File: src/rtl/arb_pkg.sv
// Shared types for the two-port memory arbiter: FSM state encoding and requester IDs.
package arb_pkg;

   typedef enum logic [1:0] {
      ST_IDLE   = 2'd0,
      ST_ACCESS = 2'd1,
      ST_RESP   = 2'd2
   } state_t;

   typedef enum logic {
      REQ_CORE = 1'b0,
      REQ_LDR  = 1'b1
   } req_id_t;

   localparam int DATA_W = 32;
   localparam int ADDR_W = 32;

   function automatic req_id_t other_id(input req_id_t id);
      return (id == REQ_CORE) ? REQ_LDR : REQ_CORE;
   endfunction

endpackage

File: src/rtl/arb_pick.sv
// Combinational tie-break between core and loader requests.
// ARB_ROUND_ROBIN_EN selects round-robin on ties; otherwise the core always wins.
module arb_pick
   import arb_pkg::*;
(
   input  logic    core_req,
   input  logic    ldr_req,
   input  req_id_t last_grant,
   output req_id_t grant
);

`ifdef ARB_ROUND_ROBIN_EN
   always_comb begin
      grant = REQ_CORE;
      if (core_req && ldr_req) begin
         grant = other_id(last_grant);
      end else if (ldr_req) begin
         grant = REQ_LDR;
      end
   end
`else
   // Fixed priority has no history; the port is kept so both builds share one interface.
   logic unused_last_grant;
   assign unused_last_grant = last_grant;

   always_comb begin
      grant = REQ_CORE;
      if (ldr_req && !core_req) begin
         grant = REQ_LDR;
      end
   end
`endif

endmodule

File: src/rtl/mem_arbiter.sv
// Two-port (core / loader) arbiter in front of a single-port, 1-cycle-read memory.
// Optional macro ARB_ROUND_ROBIN_EN enables round-robin tie-breaking.
module mem_arbiter
   import arb_pkg::*;
(
   input  logic              clk,
   input  logic              rst,
   input  logic              core_req,
   input  logic              core_we,
   input  logic [ADDR_W-1:0] core_addr,
   input  logic [DATA_W-1:0] core_wdata,
   output logic [DATA_W-1:0] core_rdata,
   output logic              core_ready,
   input  logic              ldr_req,
   input  logic              ldr_we,
   input  logic [ADDR_W-1:0] ldr_addr,
   input  logic [DATA_W-1:0] ldr_wdata,
   output logic [DATA_W-1:0] ldr_rdata,
   output logic              ldr_ready,
   output logic [ADDR_W-1:0] mem_addr,
   output logic [DATA_W-1:0] mem_wdata,
   output logic              mem_we,
   input  logic [DATA_W-1:0] mem_rdata,
   output logic              busy
);

   state_t            state_reg, state_next;
   req_id_t           grant_reg, grant_next;
   req_id_t           pick;
   req_id_t           last_grant;
   logic [ADDR_W-1:0] addr_hold_reg;
   logic [DATA_W-1:0] wdata_hold_reg;
   logic              acc_we_reg;
   logic [DATA_W-1:0] core_rdata_reg;
   logic [DATA_W-1:0] ldr_rdata_reg;
   logic [ADDR_W-1:0] sel_addr;
   logic [DATA_W-1:0] sel_wdata;
   logic              sel_we;
   logic              any_req;

   assign any_req   = core_req | ldr_req;
   assign sel_addr  = (grant_reg == REQ_CORE) ? core_addr  : ldr_addr;
   assign sel_wdata = (grant_reg == REQ_CORE) ? core_wdata : ldr_wdata;
   assign sel_we    = (grant_reg == REQ_CORE) ? core_we    : ldr_we;

`ifdef ARB_ROUND_ROBIN_EN
   req_id_t last_grant_reg;

   always_ff @(posedge clk or posedge rst) begin
      if (rst) begin
         last_grant_reg <= REQ_LDR;
      end else if (state_reg == ST_IDLE && any_req) begin
         last_grant_reg <= pick;
      end
   end

   assign last_grant = last_grant_reg;
`else
   assign last_grant = REQ_LDR;
`endif

   arb_pick u_pick (
      .core_req   (core_req),
      .ldr_req    (ldr_req),
      .last_grant (last_grant),
      .grant      (pick)
   );

   always_ff @(posedge clk or posedge rst) begin
      if (rst) begin
         state_reg <= ST_IDLE;
         grant_reg <= REQ_CORE;
      end else begin
         state_reg <= state_next;
         grant_reg <= grant_next;
      end
   end

   // Memory address/data hold their last access values; rdata is captured only on reads.
   always_ff @(posedge clk or posedge rst) begin
      if (rst) begin
         addr_hold_reg  <= '0;
         wdata_hold_reg <= '0;
         acc_we_reg     <= 1'b0;
         core_rdata_reg <= '0;
         ldr_rdata_reg  <= '0;
      end else begin
         if (state_reg == ST_ACCESS) begin
            addr_hold_reg  <= sel_addr;
            wdata_hold_reg <= sel_wdata;
            acc_we_reg     <= sel_we;
         end
         if (state_reg == ST_RESP && !acc_we_reg) begin
            if (grant_reg == REQ_CORE) begin
               core_rdata_reg <= mem_rdata;
            end else begin
               ldr_rdata_reg <= mem_rdata;
            end
         end
      end
   end

   always_comb begin
      state_next = state_reg;
      grant_next = grant_reg;
      mem_addr   = addr_hold_reg;
      mem_wdata  = wdata_hold_reg;
      mem_we     = 1'b0;
      core_ready = 1'b0;
      ldr_ready  = 1'b0;
      core_rdata = core_rdata_reg;
      ldr_rdata  = ldr_rdata_reg;
      busy       = (state_reg != ST_IDLE);

      case (state_reg)
         ST_IDLE: begin
            if (any_req) begin
               grant_next = pick;
               state_next = ST_ACCESS;
            end
         end
         ST_ACCESS: begin
            mem_addr   = sel_addr;
            mem_wdata  = sel_wdata;
            mem_we     = sel_we;
            state_next = ST_RESP;
         end
         ST_RESP: begin
            // Load data is forwarded straight from memory so it is visible with ready.
            if (grant_reg == REQ_CORE) begin
               core_ready = 1'b1;
               if (!acc_we_reg) core_rdata = mem_rdata;
            end else begin
               ldr_ready = 1'b1;
               if (!acc_we_reg) ldr_rdata = mem_rdata;
            end
            state_next = ST_IDLE;
         end
         default: begin
            state_next = ST_IDLE;
         end
      endcase
   end

endmodule

File: config.mk
export PLATFORM = sky130hd
export DESIGN_NAME = mem_arbiter
export DESIGN_NICKNAME = d
export VERILOG_FILES = /design/src/rtl/arb_pkg.sv /design/src/rtl/arb_pick.sv /design/src/rtl/mem_arbiter.sv
export SDC_FILE = /design/constraint.sdc
export NUM_CORES = 1
export LEC_CHECK = 0
export ABC_CLOCK_PERIOD_IN_PS = 6410
export CORE_MARGIN = 3
export CORE_UTILIZATION = 35
export CTS_CLUSTER_DIAMETER = 30
export DETAILED_ROUTE_END_ITERATION = 6
export PLACE_DENSITY = 0.7
export SYNTH_ARGS = -nofsm -noshare
export SYNTH_HDL_FRONTEND = slang
export SYNTH_SLANG_ARGS = --single-unit
export TNS_END_PERCENT = 50
File: constraint.sdc
create_clock -name clk -period 6.41 [get_ports clk]
set_clock_uncertainty 0.2 [all_clocks]
set_input_delay 1.282 -clock clk [delete_from_list [all_inputs] [get_ports clk]]
set_output_delay 1.282 -clock clk [all_outputs]
set_load 0.01 [all_outputs]
==> impl_metrics.yaml, run 1 <==
floorplan:
  initial_utilization: 0.361
  fp.dieH_um: 146
  core_area_um2: 18900
  dieArea_um2: 21200
  io_pins: 298
  die_w_um: 146
  num_rows: 50
logic_synthesis:
  synth_cell_type_count: 18
  postSynthAreaPerCell_um2: 15.7
  mappedNetlistNets: 599
  ys_top_cells_by_area: "dfrtp_1, mux2_2, mux2_1"
  synth_top_area_frac: 0.485
  synth_warnings: 0
  ys_seq_elements: 132
  synthCells: 433
  post-synth-top-area-cell: "dfrtp_1"
  ys_seq_area_frac: 0.485
  synth.cell_area_um2: 6820
global_route:
  grt_pass1_vias: 5193
  grt_pass1_wl_um: 29700
  grtUsageTotal: 0.176
  grt_max_degree: 97
  grt-ovfl-total: 0
  antenna_found_initial: 0
setup_path:
  crit_start: "state_reg[0]"
  cp_max_fo: 43
  start_kind: "flip-flop"
  crit_slowest_cell: "and2b_2"
  reg2regPathDepth: 3
  path_cells: "and2b_2 -> buf_4 -> mux2_2 -> clkdlybuf4s50_1"
  reg2reg_setup_slack_ns: 3.80
  rr_endpoint: "addr_hold_reg[31]"
  critical_path.top_delay_family: "buffers and inverters"
  worst_ep_arrival_time_ns: 3.21
  worstSetupPathType: "flip-flop to output pin"
  crit_path_end_kind: "output pin"
  required_ns: 4.93
  r2r-start: "state_reg[0]"
  critPathMaxStageDelay_ns: 0.90
  cp_num_buf_inv: 2
place:
  gp_congestion: 0.809
  hpwlAfterDp_um: 13600
  port-buffer-count: 297
worst_hold_path:
  hold_depth: 1
  worstHoldEndpoint: "core_rdata_reg[30]"
  hold_path.class: "flip-flop to flip-flop"
  hp-start: "core_rdata_reg[30]"
cells_and_area:
  antenna_cells: 0
  fin_nets: 892
  final_common_cell: "clkdlybuf4s50_1"
  synthToLayoutAreaGrowth_pct: 53.6
  post-route-util: 0.554
  final_cell_mix: "clkdlybuf4s50_1, dfrtp_1, mux2_2"
  drive_gt1_frac: 0.282
clocking:
  cts_buffer_depth: 2
  cts_tree: "built"
  ctsHoldBuffers: 0
  clk_latency_ns: 0.40
  ctsRootBufferMaster: "clkbuf_16"
  ctsResizeCount: 0
  clk_pin_slew_ns: 0.05
  postCtsSetupRepairBufs: 0
  clock_sinks: 132
  cts_buffers: 17
  htreeDepth: 4
routing:
  wl_met1_um: 7660
  wl_met3_um: 897
  via_count: 4587
  drt_wl_total_um: 18600
  top_layer: "met4"
  wl_per_cell_um: 18.7
  initialDrtViolationCount: 109
  viasPerCell: 4.60
  met2WireLength_um: 9580
  ant_nets: 0
  drc_errors: 0
  drtPass1Iterations: 4
sta:
  tightest_slew_ns: 1.07
  setup_tns_ns: 0
  clock.fmax_ghz: 0.213
  relSlewSlack: 0.290
  min_period_ns: 4.69
  setup_violations: 0
  slew_violations: 0
  finalHoldViolations: 0
  fin_crit_sh: 0.731
  grt_setup_unrepaired: "false"
power_and_ir_drop:
  p_per_area_nw_per_um2: 508
  p_leak_nw: 4.28
  vdd_drop_max_mv: 0.227
status:
  outcome: "finished clean"
flow_run:
  cap_violations: 0
[Yosys cell counts]
cell	n
buf_4	3
mux2_1	87
mux2_4	60
inv_1	3
dfrtp_1	132
a2bb2oi_1	1
buf_2	8
mux2_2	109
buf_8	6
nor4b_2	1
and3b_1	1
buf_6	12
and4bb_1	1
and2b_1	1
mux2i_1	2
nor3b_1	2
nor2b_1	1
nor2_1	3
[layout make-up]
class | count | area (um2)
clock buffer | 23 | 478
clock inverter | 8 | 101
fill | 1600 | 8420
inverter | 3 | 16.3
multi-input combinational | 269 | 3230
sequential | 132 | 3300
tap | 260 | 325
timing repair buffer | 303 | 3020
[metrics by stage]
stage | setup WS (ns) | instance area, um2 | instances | hold slack (ns) | power, W
4_1_cts | 1.60 | 10500 | 998 | 0.281 | 0.00540
3_5_place_dp | 2.08 | 9890 | 967 | 0.269 | 0.00441
6_report | 1.72 | 10500 | 998 | 0.274 | 0.00532
2_1_floorplan | 1.40 | 6820 | 433 | 0.250 | 0.00302
3_3_place_gp | 2.11 | 9890 | 967 | 0.259 | 0.00433
5_1_grt | 1.49 | 10500 | 998 | 0.299 | 0.00562
[how the worst max path moves through the flow]
| stage | to | slack (ns) | cells past startpoint |
|---|---|---|---|
| global route | mem_wdata[22] | 1.49 | 4 |
| CTS | mem_wdata[22] | 1.60 | 4 |
| finish | mem_wdata[19] | 1.72 | 4 |
| detailed placement | mem_wdata[22] | 2.08 | 4 |
| global placement | mem_wdata[16] | 2.11 | 4 |
| floorplan | acc_we_reg | 1.40 | 1 |
[cells by family (layout without fill, tap and decap cells)]
logic type	after synthesis	count (layout)	synth area share
buffers and inverters	32	337	0.0439
multiplexers	258	258	0.459
flip-flops	132	132	0.485
AO/OA/AOI/OAI	1	1	0.00129
AND/OR/NAND/NOR	10	10	0.0112
[power by group]
part,switching (W),internal (W)
Combinational,0.00113,0.00180
Sequential,0.000176,0.00126
Clock,0.000356,0.000601
[routing by layer]
| metal | track usage | up-vias |
|---|---|---|
| li1 | - | 2148 |
| met1 | 0.207 | 2244 |
| met4 | 0.0712 | 0 |
| met5 | 0 | - |
| met3 | 0.0448 | 35 |
| met2 | 0.307 | 160 |
Note: power is estimated with default switching activity, not from simulation.
==> run 2, diff against run 1 <==
--- a/config.mk
+++ b/config.mk
@@ -5,12 +5,12 @@
 export SDC_FILE = /design/constraint.sdc
 export NUM_CORES = 1
 export LEC_CHECK = 0
-export ABC_CLOCK_PERIOD_IN_PS = 6410
+export ABC_CLOCK_PERIOD_IN_PS = 4300
 export CORE_MARGIN = 3
 export CORE_UTILIZATION = 35
 export CTS_CLUSTER_DIAMETER = 30
 export DETAILED_ROUTE_END_ITERATION = 6
-export PLACE_DENSITY = 0.7
+export PLACE_DENSITY = 0.72
 export SYNTH_ARGS = -nofsm -noshare
 export SYNTH_HDL_FRONTEND = slang
 export SYNTH_SLANG_ARGS = --single-unit
==> constraint.sdc (replaced) <==
create_clock -name clk -period 4.3 [get_ports clk]
set_clock_uncertainty 0.2 [all_clocks]
set_input_delay 0.86 -clock clk [delete_from_list [all_inputs] [get_ports clk]]
set_output_delay 0.86 -clock clk [all_outputs]
set_load 0.01 [all_outputs]
==> impl_metrics.yaml, run 2 (same netlist as run 1, synthesis figures left out) <==
floorplan:
  io_pins: 298
  initial_utilization: 0.361
  num_rows: 50
  fp.dieH_um: 146
  dieArea_um2: 21200
  core_area_um2: 18900
  die_w_um: 146
global_route:
  grt_pass1_wl_um: 29100
  grtUsageTotal: 0.172
  grt_pass1_vias: 5170
  grt-ovfl-total: 0
  antenna_found_initial: 1
  grt_max_degree: 81
routing:
  drtPass1Iterations: 4
  ant_nets: 0
  viasPerCell: 4.64
  drt_wl_total_um: 18100
  via_count: 4649
  wl_per_cell_um: 18.1
  initialDrtViolationCount: 191
  drc_errors: 0
power_and_ir_drop:
  vdd_drop_max_mv: 0.291
  p_leak_nw: 4.30
  p_per_area_nw_per_um2: 746
  p_total_w: 0.00784
sta:
  fin_ws_ns: 0.483
  fin_crit_sh: 0.888
  tightest_slew_ns: 0.674
  setup_tns_ns: 0
  grt_setup_unrepaired: "false"
  relSlewSlack: 0.551
  setup_violations: 0
  min_period_ns: 3.82
  clock.fmax_ghz: 0.262
  finalHoldViolations: 0
  slew_violations: 0
place:
  gp_congestion: 0.775
  hpwlAfterDp_um: 13600
  port-buffer-count: 297
  pre_cts_ws_ns: 0.852
flow_run:
  cap_violations: 0
worst_hold_path:
  hold_path.class: "flip-flop to flip-flop"
setup_path:
  crit_slowest_cell: "dfrtp_2"
  start_kind: "flip-flop"
  cp_max_fo: 19
  crit_path_end_kind: "output pin"
  required_ns: 3.24
  worst_ep_arrival_time_ns: 2.76
  critPathMaxStageDelay_ns: 0.62
  path_cells: "and4bb_4 -> buf_4 -> mux2_4 -> clkdlybuf4s50_1"
  worstSetupPathType: "flip-flop to output pin"
cells_and_area:
  final_cell_mix: "clkdlybuf4s50_1, dfrtp_1, mux2_2"
  fin_nets: 894
  fillCellCount: 1540
  drive_gt1_frac: 0.283
  synthToLayoutAreaGrowth_pct: 54.2
  final_common_cell: "clkdlybuf4s50_1"
clocking:
  clk_pin_slew_ns: 0.05
  htreeDepth: 4
  cts_tree: "built"
  clk_latency_ns: 0.40
  ctsHoldBuffers: 0
  cts_buffer_depth: 2
  ctsRootBufferMaster: "clkbuf_16"
  ctsResizeCount: 0
  cts_buffers: 17
  postCtsSetupRepairBufs: 0
  clock_sinks: 132
status:
  outcome: "finished clean"
-- run 2: metal layers --
metal  vias to the layer above  routed length, um  global-route usage
met1                      2301               7330               0.200
met5                         -                  0                   0
met4                         0                550              0.0741
li1                       2161                  -                   -
met3                        29                911              0.0483
met2                       158               9330               0.296
-- run 2: final timing paths --
check	startpoint	endpoint	slack, ns	cells past startpoint
worst max-delay path	grant_reg	ldr_rdata[2]	0.48	4
min in group asynchronous	rst	state_reg[1]	0.73	3
worst min-delay path	core_rdata_reg[16]	core_rdata_reg[16]	0.28	1
worst min register to register	core_rdata_reg[16]	core_rdata_reg[16]	0.28	1
max in group asynchronous	rst	wdata_hold_reg[2]	2.58	3
worst max register to register	grant_reg	ldr_rdata_reg[29]	2.10	3
-- run 2: final cells by class --
type | count | area, um2 | share of cell area
flip-flops and latches | 132 | 3300 | 0.314
multi-input cells | 269 | 3230 | 0.307
well taps | 260 | 325 | 0.0310
clock inverters | 10 | 83.8 | 0.00798
repair buffers | 305 | 3100 | 0.295
inverters | 3 | 15.0 | 0.00143
clock buffers | 22 | 454 | 0.0432
diodes | 1 | 2.50 | 0.000238
-- run 2: worst max-delay path, delay by kind of cell, from the launching register on --
kind | cells | cell delay (ns)
buffers and inverters | 2 | 0.81
flip-flops | 1 | 0.62
multiplexers | 1 | 0.32
AND/OR/NAND/NOR | 1 | 0.59
-- run 2: power by group --
group	internal [W]	switching (W)
Combinational	0.00272	0.00166
Clock	0.000804	0.000520
Sequential	0.00188	0.000265
-- run 2: per-stage QoR --
step	util	hold slack (ns)	instances	instance area, um2
CTS	0.556	0.283	1001	10500
finish	0.556	0.279	1002	10500
global placement	0.528	0.260	969	9970
global route	0.556	0.295	1002	10500
floorplan	-	0.250	433	6820
detailed placement	0.528	0.270	969	9970
